### src/rtl/bp_me_pkg.sv
// Shared memory-message types and source ids for the boot-time I/O load path.
package bp_me_pkg;

    typedef enum logic [0:0] {
        e_bp_default_cfg = 1'b0
    } bp_params_e;

    typedef enum logic {
        e_load_src_cfg = 1'b0,
        e_load_src_nbf = 1'b1
    } bp_me_load_arb_src_e;

    localparam int paddr_width_gp    = 40;
    localparam int block_width_gp    = 64;
    localparam int lce_id_width_gp   = 2;
    localparam int msg_type_width_gp = 4;
    localparam int msg_size_width_gp = 3;

    typedef struct packed {
        logic [msg_type_width_gp-1:0] msg_type;
        logic [lce_id_width_gp-1:0]   lce_id;
        logic [msg_size_width_gp-1:0] size;
        logic [paddr_width_gp-1:0]    addr;
        logic [block_width_gp-1:0]    data;
    } bp_cce_mem_msg_s;

    function automatic int bp_cce_mem_msg_width(input bp_params_e cfg);
        case (cfg)
            e_bp_default_cfg: return $bits(bp_cce_mem_msg_s);
            default:          return $bits(bp_cce_mem_msg_s);
        endcase
    endfunction

endpackage

### src/rtl/bp_me_load_arb_src_fifo.sv
// In-order record of which master issued each outstanding I/O command.
module bp_me_load_arb_src_fifo
    import bp_me_pkg::*;
#(
    parameter  int depth_p      = 4,
    localparam int ptr_width_lp = $clog2(depth_p)
) (
    input  logic                clk,
    input  logic                reset,
    input  logic                push,
    input  bp_me_load_arb_src_e push_id,
    input  logic                pop,
    output bp_me_load_arb_src_e head_id,
    output logic                full,
    output logic                empty
);

    logic [depth_p-1:0]      entries;
    logic [ptr_width_lp-1:0] wptr;
    logic [ptr_width_lp-1:0] rptr;
    logic [ptr_width_lp:0]   count;
    logic                    do_push;
    logic                    do_pop;

    assign full    = (count == (ptr_width_lp+1)'(depth_p));
    assign empty   = (count == '0);
    assign do_push = push & ~full;
    assign do_pop  = pop & ~empty;
    assign head_id = bp_me_load_arb_src_e'(entries[rptr]);

    // Depth is a power of two, so pointer overflow is the modulo wrap.
    always_ff @(posedge clk or posedge reset) begin
        if (reset) begin
            entries <= '0;
            wptr    <= '0;
            rptr    <= '0;
            count   <= '0;
        end else begin
            if (do_push) begin
                entries[wptr] <= push_id;
                wptr          <= wptr + 1'b1;
            end
            if (do_pop) begin
                rptr <= rptr + 1'b1;
            end
            case ({do_push, do_pop})
                2'b10:   count <= count + 1'b1;
                2'b01:   count <= count - 1'b1;
                default: count <= count;
            endcase
        end
    end

endmodule

### src/rtl/bp_me_load_cmd_arbiter.sv
// Merges the CCE config loader and NBF loader onto one I/O port and routes responses back in order.
// BP_ME_LOAD_ARB_FIXED_PRIO_EN selects fixed priority (master 0 wins ties) instead of round-robin.
module bp_me_load_cmd_arbiter
    import bp_me_pkg::*;
#(
    parameter  bp_params_e bp_params_p          = e_bp_default_cfg,
    parameter  int         max_outstanding_p    = 4,
    localparam int         cce_mem_msg_width_lp = bp_cce_mem_msg_width(bp_params_p)
) (
    input  logic                                 clk_i,
    input  logic                                 reset_i,
    input  logic [1:0][cce_mem_msg_width_lp-1:0] m_cmd_i,
    input  logic [1:0]                           m_cmd_v_i,
    output logic [1:0]                           m_cmd_yumi_o,
    output logic [1:0][cce_mem_msg_width_lp-1:0] m_resp_o,
    output logic [1:0]                           m_resp_v_o,
    input  logic [1:0]                           m_resp_ready_i,
    output logic [cce_mem_msg_width_lp-1:0]      io_cmd_o,
    output logic                                 io_cmd_v_o,
    input  logic                                 io_cmd_yumi_i,
    input  logic [cce_mem_msg_width_lp-1:0]      io_resp_i,
    input  logic                                 io_resp_v_i,
    output logic                                 io_resp_ready_o
);

    bp_me_load_arb_src_e arb_grant;
    bp_me_load_arb_src_e grant;
    bp_me_load_arb_src_e locked_grant;
    bp_me_load_arb_src_e head_id;
    logic                grant_lock;
    logic                full;
    logic                empty;
    logic                push;
    logic                pop;

`ifndef BP_ME_LOAD_ARB_FIXED_PRIO_EN
    logic rr_last;
`endif

    always_comb begin
        arb_grant = e_load_src_cfg;
        if (&m_cmd_v_i) begin
`ifdef BP_ME_LOAD_ARB_FIXED_PRIO_EN
            arb_grant = e_load_src_cfg;
`else
            arb_grant = rr_last ? e_load_src_cfg : e_load_src_nbf;
`endif
        end else if (m_cmd_v_i[1]) begin
            arb_grant = e_load_src_nbf;
        end
    end

    // A stalled offer keeps its grant so the payload cannot change under the wrapper.
    assign grant = grant_lock ? locked_grant : arb_grant;

    assign io_cmd_v_o   = ~reset_i & (|m_cmd_v_i) & ~full;
    assign io_cmd_o     = m_cmd_i[grant];
    assign m_cmd_yumi_o = (~reset_i & io_cmd_yumi_i)
                        ? ((grant == e_load_src_nbf) ? 2'b10 : 2'b01) : 2'b00;
    assign push         = io_cmd_yumi_i & io_cmd_v_o;

    assign io_resp_ready_o = ~reset_i & ~empty & m_resp_ready_i[head_id];
    assign m_resp_v_o      = (~reset_i & io_resp_v_i & ~empty)
                           ? ((head_id == e_load_src_nbf) ? 2'b10 : 2'b01) : 2'b00;
    assign m_resp_o        = {io_resp_i, io_resp_i};
    assign pop             = io_resp_v_i & io_resp_ready_o;

    always_ff @(posedge clk_i or posedge reset_i) begin
        if (reset_i) begin
            grant_lock   <= 1'b0;
            locked_grant <= e_load_src_cfg;
        end else begin
            grant_lock   <= io_cmd_v_o & ~io_cmd_yumi_i;
            locked_grant <= grant;
        end
    end

`ifndef BP_ME_LOAD_ARB_FIXED_PRIO_EN
    // Reset value of 1 lets master 0 win the first tie.
    always_ff @(posedge clk_i or posedge reset_i) begin
        if (reset_i) begin
            rr_last <= 1'b1;
        end else if (push) begin
            rr_last <= grant;
        end
    end
`endif

    bp_me_load_arb_src_fifo #(
        .depth_p(max_outstanding_p)
    ) src_fifo (
        .clk    (clk_i),
        .reset  (reset_i),
        .push   (push),
        .push_id(grant),
        .pop    (pop),
        .head_id(head_id),
        .full   (full),
        .empty  (empty)
    );

`ifndef SYNTHESIS
    resp_while_empty: assert property (@(posedge clk_i) disable iff (reset_i)
        io_resp_v_i |-> !empty);
    yumi_without_valid: assert property (@(posedge clk_i) disable iff (reset_i)
        io_cmd_yumi_i |-> io_cmd_v_o);
`endif

endmodule

### config.mk
export PLATFORM = sky130hd
export DESIGN_NAME = bp_me_load_cmd_arbiter
export DESIGN_NICKNAME = d
export VERILOG_FILES = /design/src/rtl/bp_me_pkg.sv /design/src/rtl/bp_me_load_arb_src_fifo.sv /design/src/rtl/bp_me_load_cmd_arbiter.sv
export SDC_FILE = /design/constraint.sdc
export NUM_CORES = 1
export LEC_CHECK = 0
export BUFFER_PORTS_ARGS = -buffer_cell sky130_fd_sc_hd__buf_2
export CORE_AREA = 2 2 267 269
export CTS_CLUSTER_SIZE = 10
export DETAILED_ROUTE_END_ITERATION = 12
export DIE_AREA = 0 0 269 271
export PLACE_DENSITY = 0.33
export SLEW_MARGIN = 10
export SYNTH_ARGS = -nofsm -noshare
export SYNTH_HDL_FRONTEND = slang
export SYNTH_SLANG_ARGS = --single-unit
### constraint.sdc
create_clock -name clk_i -period 2.7 [get_ports clk_i]
set_input_delay 0.135 -clock clk_i [delete_from_list [all_inputs] [get_ports clk_i]]
set_output_delay 0.135 -clock clk_i [all_outputs]
set_load 0.1 [all_outputs]
==> impl_results.md <==
* Result of the run: completed
* Category of the worst setup path capture point: output pin
* Final setup vio count at 0
* Antenna Violating Nets Remaining at 0
* Count of mapped cells out of synthesis at ~420
* Vias at 3354
* RSZ-0062 raised after global routing: no
* Average via count per standard cell at roughly 2.2
* Type of the most critical hold path: in2reg
* Total power density per cell area at between 800 and 900 nW/um^2
* Most frequent cells after synthesis: sky130_fd_sc_hd__buf_4 (227), sky130_fd_sc_hd__mux2_1 (93), sky130_fd_sc_hd__mux2_2 (20)
* Setup total negative slack at 0 ps
* Clock latency at the later pin of the worst-skew pair at around 250 ps
* Synthesized area divided by synthesized cell count at around 9 sq um
* # Max-Cap Violations at 0
* Final hold violation count at 0
* Number of enable-type register cells in the synthesized netlist at 0
* Final number of max-transition violations at 0
* Average wire per cell in the routed design at between 10 and 15 um
* Post-synth top flop: sky130_fd_sc_hd__dfrtp_1
* Slowest library cell on the worst path: sky130_fd_sc_hd__dfrtp_1
* Sequential cell area fraction in the yosys report at under 10%
* Biggest area consumer among synthesized cells: sky130_fd_sc_hd__buf_4
* Via count of the first global-routing pass at 3266
* Reg2Reg Launch Point: src_fifo.rptr[1]
* Layout overhead on the synthesized area at 38.7%
* Arr. time, crit path at between 2000 and 2500 ps
* Total Routing Usage GR at under 10%
* Post-DP HPWL at 16.1 mm
* Largest net degree at the start of global routing at 33
* Worst slew pin tran at 608 ps
* Total wire length at 18.9 mm
* Clock tree from TritonCTS: done
* Distinct cell type count of the synthesized netlist at 29
* Number of optimization iterations in the first detailed-route pass at 4
* Reg clk slew, reported paths at about 50 ps
* Crit-path leading delay family: buffers and inverters
* Post-synthesis instance area at ~3800 sq um
* Share of the cycle needed by the critical path after routing at 95.3%
* Min cycle time layout at roughly 2600 ps
* Max-Slew Margin vs Limit at 59.7%
* Total clock sinks at 14
* Number of warnings reported in the yosys synthesis log at 0
* WP buf/inv at 3
* Crit path kind: reg2out
* Seq cells post-synth at 14
* Sequence of cells on the critical path: nand2_1 -> o21a_4 -> buf_12 -> buf_4 -> mux2_1 -> buf_2
* Mapped Nets at approximately 800
* Biggest area contributors in the synthesized netlist: sky130_fd_sc_hd__buf_4 (45%), sky130_fd_sc_hd__mux2_1 (28%), sky130_fd_sc_hd__dfrtp_1 (8.6%), sky130_fd_sc_hd__mux2_2 (5.9%), sky130_fd_sc_hd__buf_2 (1.7%)
* Antenna violations before repair at 7
* Max Buffers Root-to-Sink at 2
* Final cell utilization of the core at 7.56%
* Number of placed I/O pins at between 600 and 700
* Initial core utilization at 5.45%
* Clock Root Buffer: sky130_fd_sc_hd__clkbuf_16
* Share of the synthesized area in the top cell type at 44.8%
* Biggest cell delay along the critical path at ~530 ps
* Top achievable clock speed at slightly below 400 MHz
* Die Outline Area at about 73000 sq um
* IO buf count at about 350
* Asr flop ratio synth at 100%
* Drc violations at 0
* Share of layout cells above drive strength 1 at around 72%
* Number of clock buffers inserted by TritonCTS at 3
* Startpoint Class: flop
* IR Drop Worst-Case VDD at around 0.47 mV
* Standard-cell rows at between 90 and 100
* Number of nets in the layout at ~910
* DR iter-0 viols at 83
* Crit path max fanout at 15
* Gr ovfl total at 0
* Required time of the critical path at 2570 ps
* Leakage Power at between 2 and 2.5 nW
* Core region area at 69800 sq um
* Worst hold path startpoint: io_cmd_yumi_i
* Die X-Extent at approximately 270 um
* RD Place Congestion at 0.735
* Setup slack after layout at around 130 ps
* Wire length of the first global-routing pass at between 20 and 25 mm
* CP Launch Point: grant_lock
* Largest clock skew in the final design at between 4 and 5 ps
* Htree depth at 1
* Cell with the most instances after synthesis: sky130_fd_sc_hd__buf_4
* Die Height at between 200 and 300 um
* Placement-stage worst setup slack at about 300 ps
==> power by group <==
part	switching, mW	leakage, nW	internal [mW]
Sequential	0.0852	0.165	0.313
Combinational	2.77	2.15	0.793
Clock	0.0901	0.0442	0.225
Total	2.94	2.36	1.33
==> cells in the final DEF (no fill, tap or decap), types with 5 or more instances in the layout <==
| master | count |
|---|---|
| sky130_fd_sc_hd__buf_2 | 350 |
| sky130_fd_sc_hd__ha_1 | 5 |
| sky130_fd_sc_hd__inv_1 | 7 |
| sky130_fd_sc_hd__nor2_1 | 8 |
| sky130_fd_sc_hd__nand2_1 | 6 |
| sky130_fd_sc_hd__mux2_2 | 20 |
| sky130_fd_sc_hd__mux2_1 | 93 |
| sky130_fd_sc_hd__a21oi_1 | 5 |
| sky130_fd_sc_hd__dfrtp_1 | 13 |
| sky130_fd_sc_hd__buf_4 | 15 |
==> flip-flops by register name (all words and copies together) (netlist names) <==
signal,flops
locked_grant,1
src_fifo.wptr,2
grant_lock,1
src_fifo.rptr,2
rr_last,1
src_fifo.count,3
src_fifo.entries,4
==> final timing paths <==
| path | depth (start not counted) | to | slack [ps] |
|---|---|---|---|
| setup / recovery | 6 | io_cmd_o[46] | 130 |
| max in group asynchronous | 4 | rr_last | 1940 |
| hold / removal | 3 | grant_lock | 220 |
| hold reg to reg | 2 | rr_last | 500 |
| setup reg to reg | 9 | src_fifo.count[2] | 310 |
| min in group asynchronous | 4 | src_fifo.rptr[1] | 510 |
==> metrics by stage <==
stage	hold slack, ps	std cells	total power [mW]	cell area [sq um]
global route	256	1500	4.46	5280
finish	224	1500	4.28	5280
floorplan	47.5	424	4.83	3810
detailed placement	231	1491	3.95	5140
CTS	230	1496	4.28	5240
global placement	232	1491	3.94	5140
==> what timing repair did <==
action / 4_1_cts / 5_1_grt
buffers inserted: 0 / 2
hold buffers: 1 / 0
resized for setup: 0 / 0
setup endpoints to repair: 0 / 6
hold endpoints to repair: 13 / 0
==> metal layers <==
layer  up-vias  wire length [um]  GRT usage [%]
met5         -               211           2.16
met3        53              3830           3.69
met2       433              7840           6.66
met1      1415              6600           4.45
met4         6               451           1.05
li1       1447                 -              -
==> worst min-delay path, cell delays in order <==
cell                     delay (ps)
sky130_fd_sc_hd__buf_2           90
sky130_fd_sc_hd__inv_1           60
sky130_fd_sc_hd__and2_1         140
==> logic make-up (layout without fill, tap and decap cells) <==
kind of cell,Yosys count,count (layout),share of synthesized area (%)
buffers and inverters,249,383,47.4
multiplexers,116,116,34.7
AND/OR/NAND/NOR,20,20,2.57
flip-flops,14,14,9.24
AO/OA/AOI/OAI,13,14,2.57
adder cells (fa/ha/maj),6,6,2.17
XOR/XNOR,6,6,1.38
other,0,1,0
==> layout make-up <==
type / instances / area [sq um]
clock buffers: 4 / 88.8
inverters: 9 / 33.8
well taps: 940 / 1180
repair buffers: 370 / 1950
flip-flops and latches: 14 / 352
multi-input cells: 162 / 1670
diodes: 1 / 2.50
fillers: 8190 / 64500
(Power assumes the default switching activity.)
